===== config.mk =====
export PLATFORM = sky130hd
export DESIGN_NAME = mips_multicycle_control_flat
export DESIGN_NICKNAME = d
export VERILOG_FILES = /design/src/rtl/mips_multicycle_control_if.sv /design/src/rtl/mips_multicycle_control.sv /design/src/flat_wrapper.sv
export SDC_FILE = /design/constraint.sdc
export NUM_CORES = 1
export LEC_CHECK = 0
export BUFFER_PORTS_ARGS = -buffer_cell sky130_fd_sc_hd__buf_4
export CORE_AREA = 2 2 65 129
export DETAILED_ROUTE_END_ITERATION = 10
export DIE_AREA = 0 0 67 131
export PLACE_DENSITY = 0.62
export REMOVE_ABC_BUFFERS = 1
export SYNTH_ARGS = -nofsm -noshare
export SYNTH_HDL_FRONTEND = slang
export SYNTH_SLANG_ARGS = --single-unit
export TNS_END_PERCENT = 30

===== constraint.sdc =====
create_clock -name i_clk -period 4.5 [get_ports i_clk]
set_input_delay 1.35 -clock i_clk [delete_from_list [all_inputs] [get_ports i_clk]]
set_output_delay 1.35 -clock i_clk [all_outputs]
set_load 0.01 [all_outputs]

===== src/rtl/mips_multicycle_control_if.sv =====
// Control bundle between the multicycle MIPS control FSM and its datapath.
//   master : control unit side (drives the mux selects/enables, reads status)
//   slave  : datapath side (drives opcode/flags/ready, reads the controls)
// Signals:
//   i_opcode, i_zero, i_mem_ready, i_trap_clr      -> into the control unit
//   o_pc_write .. o_pc_src                         -> datapath controls
//   o_illegal, o_instr_done, o_retired, o_state    -> status/debug
interface mips_multicycle_control_if #(
    parameter int OPCODE_W = 6,
    parameter int ALUOP_W  = 3,
    parameter int CNT_W    = 32
);
    logic [OPCODE_W-1:0] i_opcode;
    logic                i_zero;
    logic                i_mem_ready;
    logic                i_trap_clr;

    logic                o_pc_write;
    logic                o_pc_write_cond;
    logic                o_iord;
    logic                o_mem_read;
    logic                o_mem_write;
    logic                o_ir_write;
    logic                o_reg_dst;
    logic                o_memto_reg;
    logic                o_reg_write;
    logic                o_alu_src_a;
    logic [1:0]          o_alu_src_b;
    logic [ALUOP_W-1:0]  o_alu_op;
    logic [1:0]          o_pc_src;
    logic                o_illegal;
    logic                o_instr_done;
    logic [CNT_W-1:0]    o_retired;
    logic [3:0]          o_state;

    modport master (
        input  i_opcode, i_zero, i_mem_ready, i_trap_clr,
        output o_pc_write, o_pc_write_cond, o_iord, o_mem_read, o_mem_write,
               o_ir_write, o_reg_dst, o_memto_reg, o_reg_write, o_alu_src_a,
               o_alu_src_b, o_alu_op, o_pc_src, o_illegal, o_instr_done,
               o_retired, o_state
    );

    modport slave (
        output i_opcode, i_zero, i_mem_ready, i_trap_clr,
        input  o_pc_write, o_pc_write_cond, o_iord, o_mem_read, o_mem_write,
               o_ir_write, o_reg_dst, o_memto_reg, o_reg_write, o_alu_src_a,
               o_alu_src_b, o_alu_op, o_pc_src, o_illegal, o_instr_done,
               o_retired, o_state
    );
endinterface


===== src/rtl/mips_multicycle_control.sv =====
// Multicycle MIPS control unit: sequences each instruction through one shared
// memory port and one ALU, waits on a memory-ready handshake with a bounded
// timeout, traps on illegal opcodes/timeouts and counts retired instructions.
// Ports:
//   i_clk  - clock, rising edge
//   i_rst  - synchronous active-high reset; forces all outputs low meanwhile
//   bus    - control bundle (master side), see mips_multicycle_control_if
module mips_multicycle_control #(
    parameter int OPCODE_W = 6,
    parameter int ALUOP_W  = 3,
    parameter int TIMEOUT  = 15,
    parameter int CNT_W    = 32
) (
    input  logic                      i_clk,
    input  logic                      i_rst,
    mips_multicycle_control_if.master bus
);
    typedef enum logic [3:0] {
        S_FETCH    = 4'd0,
        S_DECODE   = 4'd1,
        S_MEM_ADDR = 4'd2,
        S_MEM_RD   = 4'd3,
        S_MEM_WB   = 4'd4,
        S_MEM_WR   = 4'd5,
        S_R_EXEC   = 4'd6,
        S_R_WB     = 4'd7,
        S_I_EXEC   = 4'd8,
        S_I_WB     = 4'd9,
        S_BRANCH   = 4'd10,
        S_JUMP     = 4'd11,
        S_TRAP     = 4'd12
    } state_t;

    localparam logic [OPCODE_W-1:0] OP_RTYPE = OPCODE_W'(6'b000000);
    localparam logic [OPCODE_W-1:0] OP_LW    = OPCODE_W'(6'b100011);
    localparam logic [OPCODE_W-1:0] OP_SW    = OPCODE_W'(6'b101011);
    localparam logic [OPCODE_W-1:0] OP_BEQ   = OPCODE_W'(6'b000100);
    localparam logic [OPCODE_W-1:0] OP_BNE   = OPCODE_W'(6'b000101);
    localparam logic [OPCODE_W-1:0] OP_ADDI  = OPCODE_W'(6'b001000);
    localparam logic [OPCODE_W-1:0] OP_SLTI  = OPCODE_W'(6'b001010);
    localparam logic [OPCODE_W-1:0] OP_ANDI  = OPCODE_W'(6'b001100);
    localparam logic [OPCODE_W-1:0] OP_ORI   = OPCODE_W'(6'b001101);
    localparam logic [OPCODE_W-1:0] OP_XORI  = OPCODE_W'(6'b001110);
    localparam logic [OPCODE_W-1:0] OP_J     = OPCODE_W'(6'b000010);

    localparam logic [ALUOP_W-1:0] ALU_ADD  = ALUOP_W'(3'b000);
    localparam logic [ALUOP_W-1:0] ALU_SUB  = ALUOP_W'(3'b001);
    localparam logic [ALUOP_W-1:0] ALU_FUNC = ALUOP_W'(3'b010);
    localparam logic [ALUOP_W-1:0] ALU_SLT  = ALUOP_W'(3'b011);
    localparam logic [ALUOP_W-1:0] ALU_AND  = ALUOP_W'(3'b100);
    localparam logic [ALUOP_W-1:0] ALU_OR   = ALUOP_W'(3'b101);
    localparam logic [ALUOP_W-1:0] ALU_XOR  = ALUOP_W'(3'b110);

    // Last count value before the timeout fires: a cycle that starts here with
    // ready still low is the TIMEOUT-th wait cycle.
    localparam logic [7:0] WAIT_LAST = 8'(TIMEOUT - 1);

    state_t              state_q, state_d;
    logic [7:0]          wait_q, wait_d;
    logic [CNT_W-1:0]    retired_q;
    logic [OPCODE_W-1:0] opc_q;
    logic                retire;
    logic                in_wait;
    logic                timeout;

    assign in_wait = (state_q == S_FETCH) || (state_q == S_MEM_RD) || (state_q == S_MEM_WR);
    // Ready wins over the timeout when both land in the same cycle.
    assign timeout = in_wait && !bus.i_mem_ready && (wait_q == WAIT_LAST);

    always_ff @(posedge i_clk) begin
        if (i_rst) begin
            state_q   <= S_FETCH;
            wait_q    <= '0;
            retired_q <= '0;
            opc_q     <= '0;
        end else begin
            state_q <= state_d;
            wait_q  <= wait_d;
            if (retire)
                retired_q <= retired_q + 1'b1;
            if (state_q == S_DECODE)
                opc_q <= bus.i_opcode;
        end
    end

    // Next-state logic
    always_comb begin
        state_d = state_q;
        retire  = 1'b0;
        wait_d  = (in_wait && !bus.i_mem_ready && !timeout) ? wait_q + 8'd1 : 8'd0;
        case (state_q)
            S_FETCH: begin
                if (bus.i_mem_ready)  state_d = S_DECODE;
                else if (timeout)     state_d = S_TRAP;
            end
            S_DECODE: begin
                case (bus.i_opcode)
                    OP_RTYPE:                                  state_d = S_R_EXEC;
                    OP_LW, OP_SW:                              state_d = S_MEM_ADDR;
                    OP_BEQ, OP_BNE:                            state_d = S_BRANCH;
                    OP_ADDI, OP_SLTI, OP_ANDI, OP_ORI, OP_XORI: state_d = S_I_EXEC;
                    OP_J:                                      state_d = S_JUMP;
                    default:                                   state_d = S_TRAP;
                endcase
            end
            S_MEM_ADDR: state_d = (opc_q == OP_SW) ? S_MEM_WR : S_MEM_RD;
            S_MEM_RD: begin
                if (bus.i_mem_ready)  state_d = S_MEM_WB;
                else if (timeout)     state_d = S_TRAP;
            end
            S_MEM_WR: begin
                if (bus.i_mem_ready) begin
                    retire  = 1'b1;
                    state_d = S_FETCH;
                end else if (timeout) begin
                    state_d = S_TRAP;
                end
            end
            S_R_EXEC: state_d = S_R_WB;
            S_I_EXEC: state_d = S_I_WB;
            S_MEM_WB, S_R_WB, S_I_WB, S_BRANCH, S_JUMP: begin
                retire  = 1'b1;
                state_d = S_FETCH;
            end
            S_TRAP: if (bus.i_trap_clr) state_d = S_FETCH;
            default: state_d = S_FETCH;
        endcase
    end

    // Moore output decode; ready-gated strobes and the branch condition are
    // the only input-dependent terms. Reset masks everything.
    always_comb begin
        bus.o_pc_write      = 1'b0;
        bus.o_pc_write_cond = 1'b0;
        bus.o_iord          = 1'b0;
        bus.o_mem_read      = 1'b0;
        bus.o_mem_write     = 1'b0;
        bus.o_ir_write      = 1'b0;
        bus.o_reg_dst       = 1'b0;
        bus.o_memto_reg     = 1'b0;
        bus.o_reg_write     = 1'b0;
        bus.o_alu_src_a     = 1'b0;
        bus.o_alu_src_b     = 2'b00;
        bus.o_alu_op        = ALU_ADD;
        bus.o_pc_src        = 2'b00;
        bus.o_illegal       = 1'b0;
        bus.o_instr_done    = 1'b0;
        if (!i_rst) begin
            bus.o_instr_done = retire;
            case (state_q)
                S_FETCH: begin
                    bus.o_mem_read  = 1'b1;
                    bus.o_alu_src_b = 2'b01;
                    bus.o_ir_write  = bus.i_mem_ready;
                    bus.o_pc_write  = bus.i_mem_ready;
                end
                S_DECODE: bus.o_alu_src_b = 2'b11;
                S_MEM_ADDR: begin
                    bus.o_alu_src_a = 1'b1;
                    bus.o_alu_src_b = 2'b10;
                end
                S_MEM_RD: begin
                    bus.o_mem_read = 1'b1;
                    bus.o_iord     = 1'b1;
                end
                S_MEM_WB: begin
                    bus.o_reg_write = 1'b1;
                    bus.o_memto_reg = 1'b1;
                end
                S_MEM_WR: begin
                    bus.o_mem_write = 1'b1;
                    bus.o_iord      = 1'b1;
                end
                S_R_EXEC: begin
                    bus.o_alu_src_a = 1'b1;
                    bus.o_alu_op    = ALU_FUNC;
                end
                S_R_WB: begin
                    bus.o_reg_write = 1'b1;
                    bus.o_reg_dst   = 1'b1;
                end
                S_I_EXEC: begin
                    bus.o_alu_src_a = 1'b1;
                    bus.o_alu_src_b = 2'b10;
                    case (opc_q)
                        OP_SLTI: bus.o_alu_op = ALU_SLT;
                        OP_ANDI: bus.o_alu_op = ALU_AND;
                        OP_ORI:  bus.o_alu_op = ALU_OR;
                        OP_XORI: bus.o_alu_op = ALU_XOR;
                        default: bus.o_alu_op = ALU_ADD;
                    endcase
                end
                S_I_WB: bus.o_reg_write = 1'b1;
                S_BRANCH: begin
                    bus.o_alu_src_a     = 1'b1;
                    bus.o_alu_op        = ALU_SUB;
                    bus.o_pc_src        = 2'b01;
                    bus.o_pc_write_cond = ((opc_q == OP_BEQ) &&  bus.i_zero) ||
                                          ((opc_q == OP_BNE) && !bus.i_zero);
                end
                S_JUMP: begin
                    bus.o_pc_src   = 2'b10;
                    bus.o_pc_write = 1'b1;
                end
                S_TRAP: bus.o_illegal = 1'b1;
                default: ;
            endcase
        end
    end

    assign bus.o_retired = i_rst ? '0 : retired_q;
    assign bus.o_state   = i_rst ? 4'd0 : state_q;

endmodule


===== src/flat_wrapper.sv =====
// flat-port wrapper written by rule: the top's interface ports become plain ports
module mips_multicycle_control_flat 
#(
    parameter int OPCODE_W = 6,
    parameter int ALUOP_W  = 3,
    parameter int TIMEOUT  = 15,
    parameter int CNT_W    = 32
)
  (i_clk, i_rst, bus_i_opcode, bus_i_zero, bus_i_mem_ready, bus_i_trap_clr, bus_o_pc_write, bus_o_pc_write_cond, bus_o_iord, bus_o_mem_read, bus_o_mem_write, bus_o_ir_write, bus_o_reg_dst, bus_o_memto_reg, bus_o_reg_write, bus_o_alu_src_a, bus_o_alu_src_b, bus_o_alu_op, bus_o_pc_src, bus_o_illegal, bus_o_instr_done, bus_o_retired, bus_o_state);
  mips_multicycle_control_if #(.OPCODE_W(OPCODE_W), .ALUOP_W(ALUOP_W), .CNT_W(CNT_W)) bus_i ();
  input  logic i_clk;
  input  logic i_rst;
  input wire logic [$bits(bus_i.i_opcode)-1:0] bus_i_opcode;
  input wire logic [$bits(bus_i.i_zero)-1:0] bus_i_zero;
  input wire logic [$bits(bus_i.i_mem_ready)-1:0] bus_i_mem_ready;
  input wire logic [$bits(bus_i.i_trap_clr)-1:0] bus_i_trap_clr;
  output wire logic [$bits(bus_i.o_pc_write)-1:0] bus_o_pc_write;
  output wire logic [$bits(bus_i.o_pc_write_cond)-1:0] bus_o_pc_write_cond;
  output wire logic [$bits(bus_i.o_iord)-1:0] bus_o_iord;
  output wire logic [$bits(bus_i.o_mem_read)-1:0] bus_o_mem_read;
  output wire logic [$bits(bus_i.o_mem_write)-1:0] bus_o_mem_write;
  output wire logic [$bits(bus_i.o_ir_write)-1:0] bus_o_ir_write;
  output wire logic [$bits(bus_i.o_reg_dst)-1:0] bus_o_reg_dst;
  output wire logic [$bits(bus_i.o_memto_reg)-1:0] bus_o_memto_reg;
  output wire logic [$bits(bus_i.o_reg_write)-1:0] bus_o_reg_write;
  output wire logic [$bits(bus_i.o_alu_src_a)-1:0] bus_o_alu_src_a;
  output wire logic [$bits(bus_i.o_alu_src_b)-1:0] bus_o_alu_src_b;
  output wire logic [$bits(bus_i.o_alu_op)-1:0] bus_o_alu_op;
  output wire logic [$bits(bus_i.o_pc_src)-1:0] bus_o_pc_src;
  output wire logic [$bits(bus_i.o_illegal)-1:0] bus_o_illegal;
  output wire logic [$bits(bus_i.o_instr_done)-1:0] bus_o_instr_done;
  output wire logic [$bits(bus_i.o_retired)-1:0] bus_o_retired;
  output wire logic [$bits(bus_i.o_state)-1:0] bus_o_state;
  assign bus_i.i_opcode = bus_i_opcode;
  assign bus_i.i_zero = bus_i_zero;
  assign bus_i.i_mem_ready = bus_i_mem_ready;
  assign bus_i.i_trap_clr = bus_i_trap_clr;
  assign bus_o_pc_write = bus_i.o_pc_write;
  assign bus_o_pc_write_cond = bus_i.o_pc_write_cond;
  assign bus_o_iord = bus_i.o_iord;
  assign bus_o_mem_read = bus_i.o_mem_read;
  assign bus_o_mem_write = bus_i.o_mem_write;
  assign bus_o_ir_write = bus_i.o_ir_write;
  assign bus_o_reg_dst = bus_i.o_reg_dst;
  assign bus_o_memto_reg = bus_i.o_memto_reg;
  assign bus_o_reg_write = bus_i.o_reg_write;
  assign bus_o_alu_src_a = bus_i.o_alu_src_a;
  assign bus_o_alu_src_b = bus_i.o_alu_src_b;
  assign bus_o_alu_op = bus_i.o_alu_op;
  assign bus_o_pc_src = bus_i.o_pc_src;
  assign bus_o_illegal = bus_i.o_illegal;
  assign bus_o_instr_done = bus_i.o_instr_done;
  assign bus_o_retired = bus_i.o_retired;
  assign bus_o_state = bus_i.o_state;
  mips_multicycle_control #(.OPCODE_W(OPCODE_W), .ALUOP_W(ALUOP_W), .TIMEOUT(TIMEOUT), .CNT_W(CNT_W)) u_core (.i_clk(i_clk), .i_rst(i_rst), .bus(bus_i));
endmodule

## After elaboration in Yosys (flattened, before gate mapping)

Index checks and enable logic that the tools add are counted.

- $add $sub $neg: 2
- Equal/unequal tests: 31
- Bitwise logic cells: 1
- Multiplexer cells: 42
- Reductions and logical operators: 23

Operator list:

| cell | count |
|---|---|
| $eq A6 B4 Y1 const B | 9 |
| $add A32 B1 Y32 const B | 1 |
| $mux W32 | 1 |
| $pmux W4 S8 | 1 |
| $eq A6 B3 Y1 const B | 4 |
| $mux W4 | 6 |
| $mux W1 | 23 |
| $eq A4 B4 Y1 const B | 5 |
| $pmux W4 S5 | 1 |
| $eq A6 B6 Y1 const B | 3 |
| $eq A4 B3 Y1 const B | 4 |
| $pmux W3 S4 | 1 |
| $reduce_or A2 Y1 | 6 |
| $reduce_or A5 Y1 | 2 |
| $pmux W3 S3 | 1 |
| $add A8 B1 Y8 const B | 1 |
| $eq A4 B2 Y1 const B | 2 |
| $eq A8 B4 Y1 const B | 1 |
| $eq A6 B2 Y1 const B | 1 |
| $logic_not A6 Y1 | 1 |
| $mux W3 | 2 |
| $pmux W2 S3 | 1 |
| $logic_and A1 B1 Y1 | 5 |
| $eq A4 B1 Y1 const B | 1 |
| other kinds (10) | 16 |

- Flip-flop bits (word level): 50
- Output and inout port bits: 55
- Input port bits: 11
- Word-level logic and storage cells: 103

## Longest topological paths before layout

Gate-level depths: netlist of the first run.

- Word-level depth: 9
- Mapped depth: 7
- Mapped depth without buffers: 6

## Least setup slack after synthesis of the first run

No wires, ideal clock.

- Path kind: input -> output
- Start: in i_rst
- End: out bus_o_alu_op[2]
- Required time: 3150 ps
- Path slack: 767 ps
- Arrival: 2383 ps
- Buffers on the path: 2
- Cell stages on the path: 3
- Path through: clkbuf_1 buf_1 a2111oi_0

- Longest elaborated chain between the ends: 1

Ends and longest elaborated chain:

| what | line | text |
|---|---|---|
| from (decl) | flat_wrapper.sv:12 | `input logic i_rst;` |
| $mux W3 | mips_multicycle_control.sv:148 | `if (!i_rst) begin` |
| to (decl) | flat_wrapper.sv:28 | `output wire logic [$bits(bus_i.o_alu_op)-1:0] bus_o_alu_op;` |

Every way passes these cells.

## Worst setup path in the final report of the first run

- Start: in i_rst
- End: out bus_o_pc_write_cond

- Longest elaborated chain between the ends: 1

Ends and longest elaborated chain:

| what | line | text |
|---|---|---|
| $mux W1 | mips_multicycle_control.sv:148 |  |
| to (decl) | flat_wrapper.sv:18 | `output wire logic [$bits(bus_i.o_pc_write_cond)-1:0] bus_o_pc_write_cond;` |

Every way passes these cells.

==> results of run 1 <==
[power breakdown]
part	switching, mW	internal, mW
logic	0.170	0.119
clock network	0.159	0.333
registers	0.0437	0.466
[path summary, 6_finish.rpt]
path,end,slack (ps),cells after the start
max,bus_o_pc_write_cond,770,5
min,u_core.opc_q[4],470,2
max reg2reg,u_core.retired_q[21],1880,5
min reg2reg,u_core.opc_q[4],470,2
[state kept, by name, summed over array words and instances, names as in the netlist]
signal            count
u_core.retired_q     32
u_core.wait_q         8
u_core.opc_q          6
u_core.state_q        4
[stage by stage]
stage	instance area, um^2	util	hold slack, ps	std cells
after global placement	3562	0.4551	461.3	544
after detailed placement	3562	0.4551	470.4	544
after floorplan	2912	-	438.7	379
after CTS	3761	0.4805	481.3	552
after global routing	3761	0.4805	504.9	552
final	3761	0.4805	474.6	552
[cells by family after synthesis]
group	count (synthesis)	share of synthesized area
fa+ha+maj	3	0.01253
compound gates	81	0.1557
buf+inv	31	0.04092
flops	50	0.3340
mux	3	0.01086
xor+xnor	19	0.05553
simple gates	213	0.3904
[layout make-up]
type	instances	area, um^2
well taps	96	120.1
fillers	824	4066
repair buffers	69	530.5
clock buffers	6	138.9
flip-flops and latches	50	1001
multi-input cells	319	1873
clock inverters	2	60.06
inverters	10	37.54
[cell usage after synthesis (4+ instances only)]
cell type and number:
nor2_1 38, and2_1 5, a21oi_1 31, nand2b_1 5, xnor2_1 6, nand3b_1 5
o22ai_1 4, nand3_1 13, nor4_1 6, nand4_1 13, nor3_1 5, xor2_1 13
or4_1 6, or3_1 17, clkbuf_1 15, nand2_1 36, inv_1 9, and4_1 6
nor2b_1 39, o21ai_0 25, dfxtp_1 50, and3_1 8, a31oi_1 5
[worst max-delay path, cell delays in order]
cell and delay, ps:
buf_4 190, nor2b_1 220, nor3b_1 280, and4_1 220
buf_4 120
[metal layers]
layer,share of wire,global-route usage
met5,0,0
met4,0.017,0.06122
met3,0.048,0.03253
met2,0.44,0.2539
met1,0.49,0.2215
==> impl_metrics.py, run 1 <==
metrics = {
    "outcome": {
        "status": "complete, no violations",
    },
    "floorplan": {
        "die_h_um": 131,
        "std_cell_rows": 46,
        "die_width_um": 67,
        "initial_utilization": 0.3828,
        "dieArea_um2": 8777,
        "coreArea_um2": 7828,
        "ioPinCount": 66,
    },
    "logic_synthesis": {
        "synth_top_area_cell": "dfxtp_1",
        "ys_top_cells_by_area": "dfxtp_1 (33%), nor2b_1 (8.1%), a21oi_1 (5.2%)",
        "synth_enable_flop_cells": 0,
        "syn_area_um2": 2997,
        "ys.warnings.count": 0,
        "syn_inst": 400,
        "ys_types": 48,
        "synthFlopType": "dfxtp_1",
        "syn_area_per_cell_um2": 7.492,
        "synth_top_cell_area_share": 0.3340,
        "async_flop_share": 0,
        "ys_seq_area_frac": 0.3340,
        "synth-seq-cells": 50,
    },
    "worst_setup_path": {
        "cp.required_ps": 3150,
        "cp-startpoint": "i_rst",
        "startpoint_type": "input port",
        "worstPathArrival_ps": 2380,
        "r2r_start": "u_core.state_q[1]",
        "crit_type": "input port to output pin",
        "worstSetupEndpointType": "output pin",
        "path_max_fanout": 23,
    },
    "place": {
        "place_ws_ps": 756.7,
        "numPortBuffers": 65,
        "dp_hpwl_mm": 4.923,
        "gp_routability_congestion": 0.7572,
    },
    "clock_tree": {
        "insertion_delay_ps": 290,
        "h-tree-depth": 2,
        "cts_max_path_buffers": 2,
        "ctsResizeCount": 0,
        "cts_setup_buffers": 0,
        "cts_made_buffers": 5,
        "clk_pin_slew_ps": 60,
        "clock-root-buffer": "clkbuf_16",
        "cts_hold_buf": 0,
        "cts_tree": "built",
        "clock-sinks": 50,
    },
    "drt": {
        "finalWirelength_mm": 7.053,
        "drtIter0Drc": 132,
        "drt_first_pass_iters": 4,
        "antenna_left": 0,
        "via_per_inst": 5.319,
        "via_count": 2936,
        "drc": 0,
        "wl_per_cell_um": 12.78,
    },
    "power_and_ir_drop": {
        "power_density_nw_per_um2": 343.3,
        "peakVddDrop_uv": 262.4,
        "leakage_nw": 1.406,
        "p_total_mw": 1.291,
    },
    "global_routing": {
        "grt_pass1_vias": 2524,
        "grt_overflow": 0,
        "grt_use_total": 0.1635,
        "grt_pass1_wl_mm": 11.55,
        "grt_max_degree": 66,
        "grt_antenna_before_repair": 0,
    },
    "sta": {
        "layout_worst_path_cycle_share": 0.8287,
        "worst_pin_slew_ps": 861.2,
        "final-hold-violation-count": 0,
        "finalSetupViolCount": 0,
        "max_freq_mhz": 268.1,
        "setup_tns_ps": 0,
        "rsz0062_at_grt": "no",
        "finalClockSkew_ps": 7.498,
        "finalMaxSlewViolations": 0,
        "relSlewSlack": 0.4206,
        "setup_ws_ps": 770.7,
        "fin_crit_ps": 3729,
    },
    "finish": {
        "nets": 469,
        "synthToLayoutAreaGrowth_pct": 25.51,
        "final_common_cell": "buf_4",
        "drive_gt1_frac": 0.1864,
        "layout_common_cells": "buf_4 (68), dfxtp_1 (50), nor2b_1 (39)",
        "diodes": 0,
    },
    "min_path": {
        "hold_path_class": "register to register",
        "min_from": "u_core.opc_q[4]",
    },
    "run": {
        "cap_violations": 0,
    },
}
Note: power is estimated with default switching activity, not from simulation.
==> inputs of run 2 (changes only) <==
Settings changed: PLACE_DENSITY 0.62 to 0.64.
Clock period 4.5 ns to 3 ns, I/O delays scaled along.
==> impl_metrics.py, run 2 (synthesized netlist as in run 1, its figures left out) <==
metrics = {
    "outcome": {
        "status": "complete, no violations",
    },
    "sta": {
        "max_freq_mhz": 358.6,
        "final-hold-violation-count": 0,
        "layout_worst_path_cycle_share": 0.9295,
        "hold_ws_ps": 470.0,
        "worst_pin_slew_ps": 551.2,
        "fin_crit_ps": 2789,
        "finalSetupViolCount": 0,
        "finalMaxSlewViolations": 0,
        "rsz0062_at_grt": "no",
        "setup_tns_ps": 0,
        "relSlewSlack": 0.6292,
        "finalClockSkew_ps": 5.444,
    },
    "clock_tree": {
        "h-tree-depth": 2,
        "clock-sinks": 50,
        "insertion_delay_ps": 290,
        "cts_tree": "built",
        "cts_max_path_buffers": 2,
        "clk_pin_slew_ps": 60,
        "cts_made_buffers": 5,
        "clock-root-buffer": "clkbuf_16",
        "cts_setup_buffers": 0,
    },
    "power_and_ir_drop": {
        "p_sw_uw": 570.6,
        "power_frac_comb": 0.260,
        "p_int_mw": 1.301,
        "p_seq_frac": 0.399,
        "clkPwrFrac": 0.341,
        "sw_frac_of_total": 0.3048,
        "leakage_nw": 1.425,
        "peakVddDrop_uv": 405.9,
        "power_density_nw_per_um2": 493.5,
    },
    "place": {
        "dp_hpwl_mm": 4.960,
        "numPortBuffers": 65,
        "gp_routability_congestion": 0.7797,
        "placed_area_um2": 3622,
    },
    "floorplan": {
        "initial_utilization": 0.3828,
        "die_width_um": 67,
        "die_h_um": 131,
        "ioPinCount": 66,
        "dieArea_um2": 8777,
        "coreArea_um2": 7828,
        "std_cell_rows": 46,
    },
    "worst_setup_path": {
        "path_max_fanout": 12,
        "max_stage_delay_ps": 300,
        "r2r_start": "u_core.state_q[2]",
        "critical_path_depth": 5,
        "crit_buf_inv": 2,
        "crit_type": "input port to output pin",
        "cp_slowest_cell": "nor3b_1",
        "path_cells": "buf_4 > nor2b_1 > nor3b_1 > and4_1 > buf_4",
        "worstPathArrival_ps": 1890,
        "cp-startpoint": "i_rst",
        "reg2reg_slack_ps": 570,
        "cp_common_cell": "buf_4",
        "cp.required_ps": 2100,
        "ff2ff_path_depth": 6,
        "crit_family": "simple AND/OR/NAND/NOR gates",
        "startpoint_type": "input port",
        "worstSetupEndpointType": "output pin",
        "endpoint": "bus_o_pc_write_cond",
        "worstReg2RegEnd": "u_core.retired_q[21]",
    },
    "finish": {
        "largest_register_ffs": 32,
        "final_common_cell": "buf_4",
        "fin_util": 0.4847,
        "finalInstanceArea_um2": 3794,
        "synthToLayoutAreaGrowth_pct": 26.60,
        "layout_common_cells": "buf_4 (76), dfxtp_1 (49), nor2b_1 (39)",
        "max_flop_register": "u_core.retired_q",
        "diodes": 0,
        "nets": 477,
        "drive_gt1_frac": 0.2026,
        "reg.largest.list": "u_core.retired_q (32), u_core.wait_q (8), u_core.opc_q (6)",
    },
    "global_routing": {
        "grt_use_total": 0.1629,
        "grt_max_degree": 64,
        "grt_antenna_before_repair": 0,
        "grt_overflow": 0,
        "grt_pass1_wl_mm": 11.48,
        "grt_pass1_vias": 2579,
    },
    "drt": {
        "via_per_inst": 5.259,
        "via_count": 2945,
        "wl_per_cell_um": 12.31,
        "drt_first_pass_iters": 4,
        "drtIter0Drc": 169,
        "drc": 0,
        "antenna_left": 0,
        "finalWirelength_mm": 6.895,
    },
    "min_path": {
        "hold_path_class": "register to register",
    },
    "run": {
        "cap_violations": 0,
    },
}
[run 2: cell types whose count changed in the layout (fill, tap and decap cells not counted), sizes merged]
cell | previous run | this run
buf | 69 | 77
bufinv | 2 | 1
clkbuf | 6 | 5
clkinvlp | 0 | 2
[run 2: worst min path at each step]
stage	from	to	slack [ps]	cells after the start
floorplan	u_core.opc_q[5]	u_core.opc_q[5]	440	2
global placement	u_core.opc_q[5]	u_core.opc_q[5]	460	2
detailed placement	u_core.opc_q[4]	u_core.opc_q[4]	470	2
CTS	u_core.opc_q[4]	u_core.opc_q[4]	470	2
global route	u_core.wait_q[0]	u_core.wait_q[0]	520	1
finish	u_core.opc_q[4]	u_core.opc_q[4]	470	2
[run 2: area by class of cell]
class / instances / area (um^2)
fillers: 836 / 4034
multi-input cells: 319 / 1873
flip-flops and latches: 50 / 1002
repair buffers: 77 / 590.6
clock buffers: 5 / 125.1
well taps: 96 / 120.1
clock inverters: 3 / 45.04
inverters: 10 / 37.54
[run 2: routing by layer]
layer	up-vias	share of wire	wire, um	GRT usage
met1	1328	0.48	3296	0.2162
li1	1545	-	-	-
met2	67	0.46	3139	0.2638
met4	0	0.015	100	0.05402
met5	-	0	0	0
met3	5	0.052	359	0.02911
[run 2: power groups by stage]
| stage | Combinational [mW] | Clock, mW | Sequential, mW |
|---|---|---|---|
| 5_1_grt | 0.549 | 0.682 | 0.753 |
| 3_5_place_dp | 0.487 | 0 | 0.760 |
| 3_3_place_gp | 0.491 | 0 | 0.759 |
| 2_1_floorplan | 0.259 | 0 | 0.776 |
| 4_1_cts | 0.489 | 0.660 | 0.745 |
| 6_report | 0.487 | 0.639 | 0.746 |
[run 2: stage by stage]
step | setup slack (ps) | instances | total power, mW
global placement | 292.8 | 552 | 1.250
CTS | 200.8 | 560 | 1.894
global route | 90.39 | 560 | 1.985
floorplan | 228.3 | 379 | 1.035
finish | 211.5 | 560 | 1.872
detailed placement | 199.2 | 552 | 1.247
[run 2: what timing repair did]
item                       in CTS  in global routing
hold buffers                    0                  0
resized for setup               0                  1
setup endpoints to repair       0                  1
[run 2: worst register-to-register path, cell delays in order, from the launching register on]
cell     delay [ps]
dfxtp_1         510
buf_4           220
xor2_1          210
o22ai_1         200
or4_1           690
or3_1           400
a21oi_1         140
==> inputs of run 3 (changes only) <==
Settings changed: ABC_AREA from default to 1, CORE_AREA 2 2 65 129 to 2 2 70 138, DIE_AREA 0 0 67 131 to 0 0 72 140, PLACE_DENSITY 0.64 to 0.62.
==> impl_metrics.py, run 3 <==
metrics = {
    "clock_tree": {
        "cts_made_buffers": 5,
        "cts_setup_buffers": 0,
        "cts_tree": "built",
        "clk_pin_slew_ps": 70,
        "ctsResizeCount": 0,
        "insertion_delay_ps": 300,
        "h-tree-depth": 2,
        "cts_hold_buf": 0,
        "cts_max_path_buffers": 2,
        "clock-root-buffer": "clkbuf_16",
        "clock-sinks": 50,
    },
    "worst_setup_path": {
        "crit_buf_inv": 4,
        "cp_common_cell": "inv_1",
        "startpoint_type": "register",
        "crit_type": "register to output pin",
        "path_cells": "inv_1 > nor2_1 > nand2_1 > inv_1 > o31ai_1 > inv_1 > buf_4",
        "crit_family": "buffers and inverters",
        "worstSetupEndpointType": "output pin",
        "cp.required_ps": 2100,
        "cp_slowest_cell": "dfxtp_1",
        "max_stage_delay_ps": 370,
        "cp-startpoint": "u_core.state_q[0]",
        "worstPathArrival_ps": 1900,
        "path_max_fanout": 11,
        "r2r_start": "u_core.state_q[2]",
    },
    "power_and_ir_drop": {
        "power_density_nw_per_um2": 556.6,
        "peakVddDrop_uv": 441.0,
        "leakage_nw": 1.740,
    },
    "sta": {
        "finalMaxSlewViolations": 0,
        "finalClockSkew_ps": 2.951,
        "hold_ws_ps": 471.7,
        "max_freq_mhz": 357.2,
        "rsz0062_at_grt": "no",
        "relSlewSlack": 0.7103,
        "final-hold-violation-count": 0,
        "layout_worst_path_cycle_share": 0.9332,
        "worst_pin_slew_ps": 434.5,
        "finalSetupViolCount": 0,
        "fin_crit_ps": 2800,
        "setup_tns_ps": 0,
    },
    "finish": {
        "diodes": 0,
        "reg.largest.list": "u_core.retired_q (32), u_core.wait_q (8), u_core.opc_q (6)",
        "layout_common_cells": "nand2_1 (187), nor2_1 (127), buf_4 (70)",
        "synthToLayoutAreaGrowth_pct": 23.07,
        "nets": 681,
        "drive_gt1_frac": 0.1557,
        "largest_register_ffs": 32,
        "finalInstanceArea_um2": 4218,
        "final_common_cell": "nand2_1",
        "max_flop_register": "u_core.retired_q",
        "instances_no_fill": 770,
        "fin_util": 0.4680,
    },
    "place": {
        "dp_hpwl_mm": 8.098,
        "dpl.cell_count": 762,
        "placed_area_um2": 4019,
        "numPortBuffers": 65,
        "gp_routability_congestion": 0.9174,
    },
    "drt": {
        "via_per_inst": 5.034,
        "antenna_left": 0,
        "drtIter0Drc": 234,
        "wl_per_cell_um": 13.53,
        "drc": 0,
        "drt_first_pass_iters": 5,
        "finalWirelength_mm": 10.42,
        "via_count": 3876,
    },
    "outcome": {
        "status": "complete, no violations",
    },
    "global_routing": {
        "grt_overflow": 0,
        "grt_use_total": 0.2150,
        "grt_antenna_before_repair": 0,
        "grt_pass1_wl_mm": 17.13,
        "grt_max_degree": 55,
        "grt_pass1_vias": 3750,
    },
    "logic_synthesis": {
        "ys_top_cells_by_area": "dfxtp_1 (29%), nand2_1 (20%), nor2_1 (14%)",
        "synth_top_cell_area_share": 0.2921,
        "syn_area_per_cell_um2": 5.665,
        "synthTopCellsByCount": "nand2_1 (187), nor2_1 (127), inv_1 (67), dfxtp_1 (50), a21oi_1 (40)",
        "syn_inst": 605,
        "synth-seq-cells": 50,
        "synth_top_area_cell": "dfxtp_1",
        "async_flop_share": 0,
        "synth_enable_flop_cells": 0,
        "ys_types": 31,
        "synthFlopType": "dfxtp_1",
        "ys.warnings.count": 0,
        "syn_area_um2": 3427,
        "ys_seq_area_frac": 0.2921,
        "synth_most_common_cell": "nand2_1",
    },
    "min_path": {
        "hold_path_class": "register to register",
        "min_from": "u_core.wait_q[0]",
    },
    "floorplan": {
        "die_width_um": 72,
        "die_h_um": 140,
        "std_cell_rows": 49,
        "dieArea_um2": 10080,
        "coreArea_um2": 9012,
        "ioPinCount": 66,
        "initial_utilization": 0.3803,
    },
    "run": {
        "cap_violations": 0,
    },
}
[run 3: cell types whose count changed in the layout (fill, tap and decap cells not counted), sizes merged, moves of 8 or more]
cell / change
nand3: +27
nor2: +100
and3: -8
a21oi: +9
inv: +63
o21ai: -11
nor3: +9
nand2: +152
or3: -17
nor2b: -39
[run 3: layout make-up]
cell class | instances | area (um^2)
Clock buffer | 6 | 138.9
Clock inverter | 2 | 60.06
Fill cell | 962 | 4795
Inverter | 72 | 270.3
Multi-Input combinational cell | 467 | 2074
Sequential cell | 50 | 1001
Tap cell | 102 | 127.6
Timing Repair Buffer | 71 | 545.5
[run 3: cell families after synthesis]
group           after synthesis  share of synthesized area
simple gates                396                     0.4816
buf+inv                      88                     0.1026
compound gates               58                    0.08726
flops                        50                     0.2921
xor+xnor                     10                    0.02556
fa+ha+maj                     3                    0.01095
[run 3: per-stage QoR]
step                power, mW  setup slack, ps
floorplan               1.279            285.6
detailed placement      1.588            276.1
finish                  2.347            200.5
global route            2.486            39.46
global placement        1.583            311.0
CTS                     2.361            226.6
[run 3: final timing paths]
check	to	slack [ps]	cells past startpoint
worst min-delay path	u_core.wait_q[0]	470	1
worst max-delay path	bus_o_alu_src_b[1]	200	7
worst max register to register	u_core.retired_q[6]	1180	8
worst min register to register	u_core.wait_q[0]	470	1
[run 3: metal layers]
metal / vias up / global-route usage / share of wire
li1: 2011 / - / -
met1: 1745 / 0.2080 / 0.35
met2: 94 / 0.4211 / 0.57
met3: 26 / 0.02590 / 0.034
met4: 0 / 0.1122 / 0.048
met5: - / 0 / 0
[run 3: report_power, final]
part           internal, mW  switching (mW)
registers             0.732          0.0803
logic                 0.245           0.521
clock network         0.501           0.268
total                  1.48           0.870
[run 3: worst register-to-register path, stage by stage, from the launching register on]
cell,delay (ps)
dfxtp_1,440
nand2_1,170
nor2_1,190
nand2_1,90
nand3_2,100
buf_4,350
nand2_1,150
o21ai_0,170
a21oi_1,50
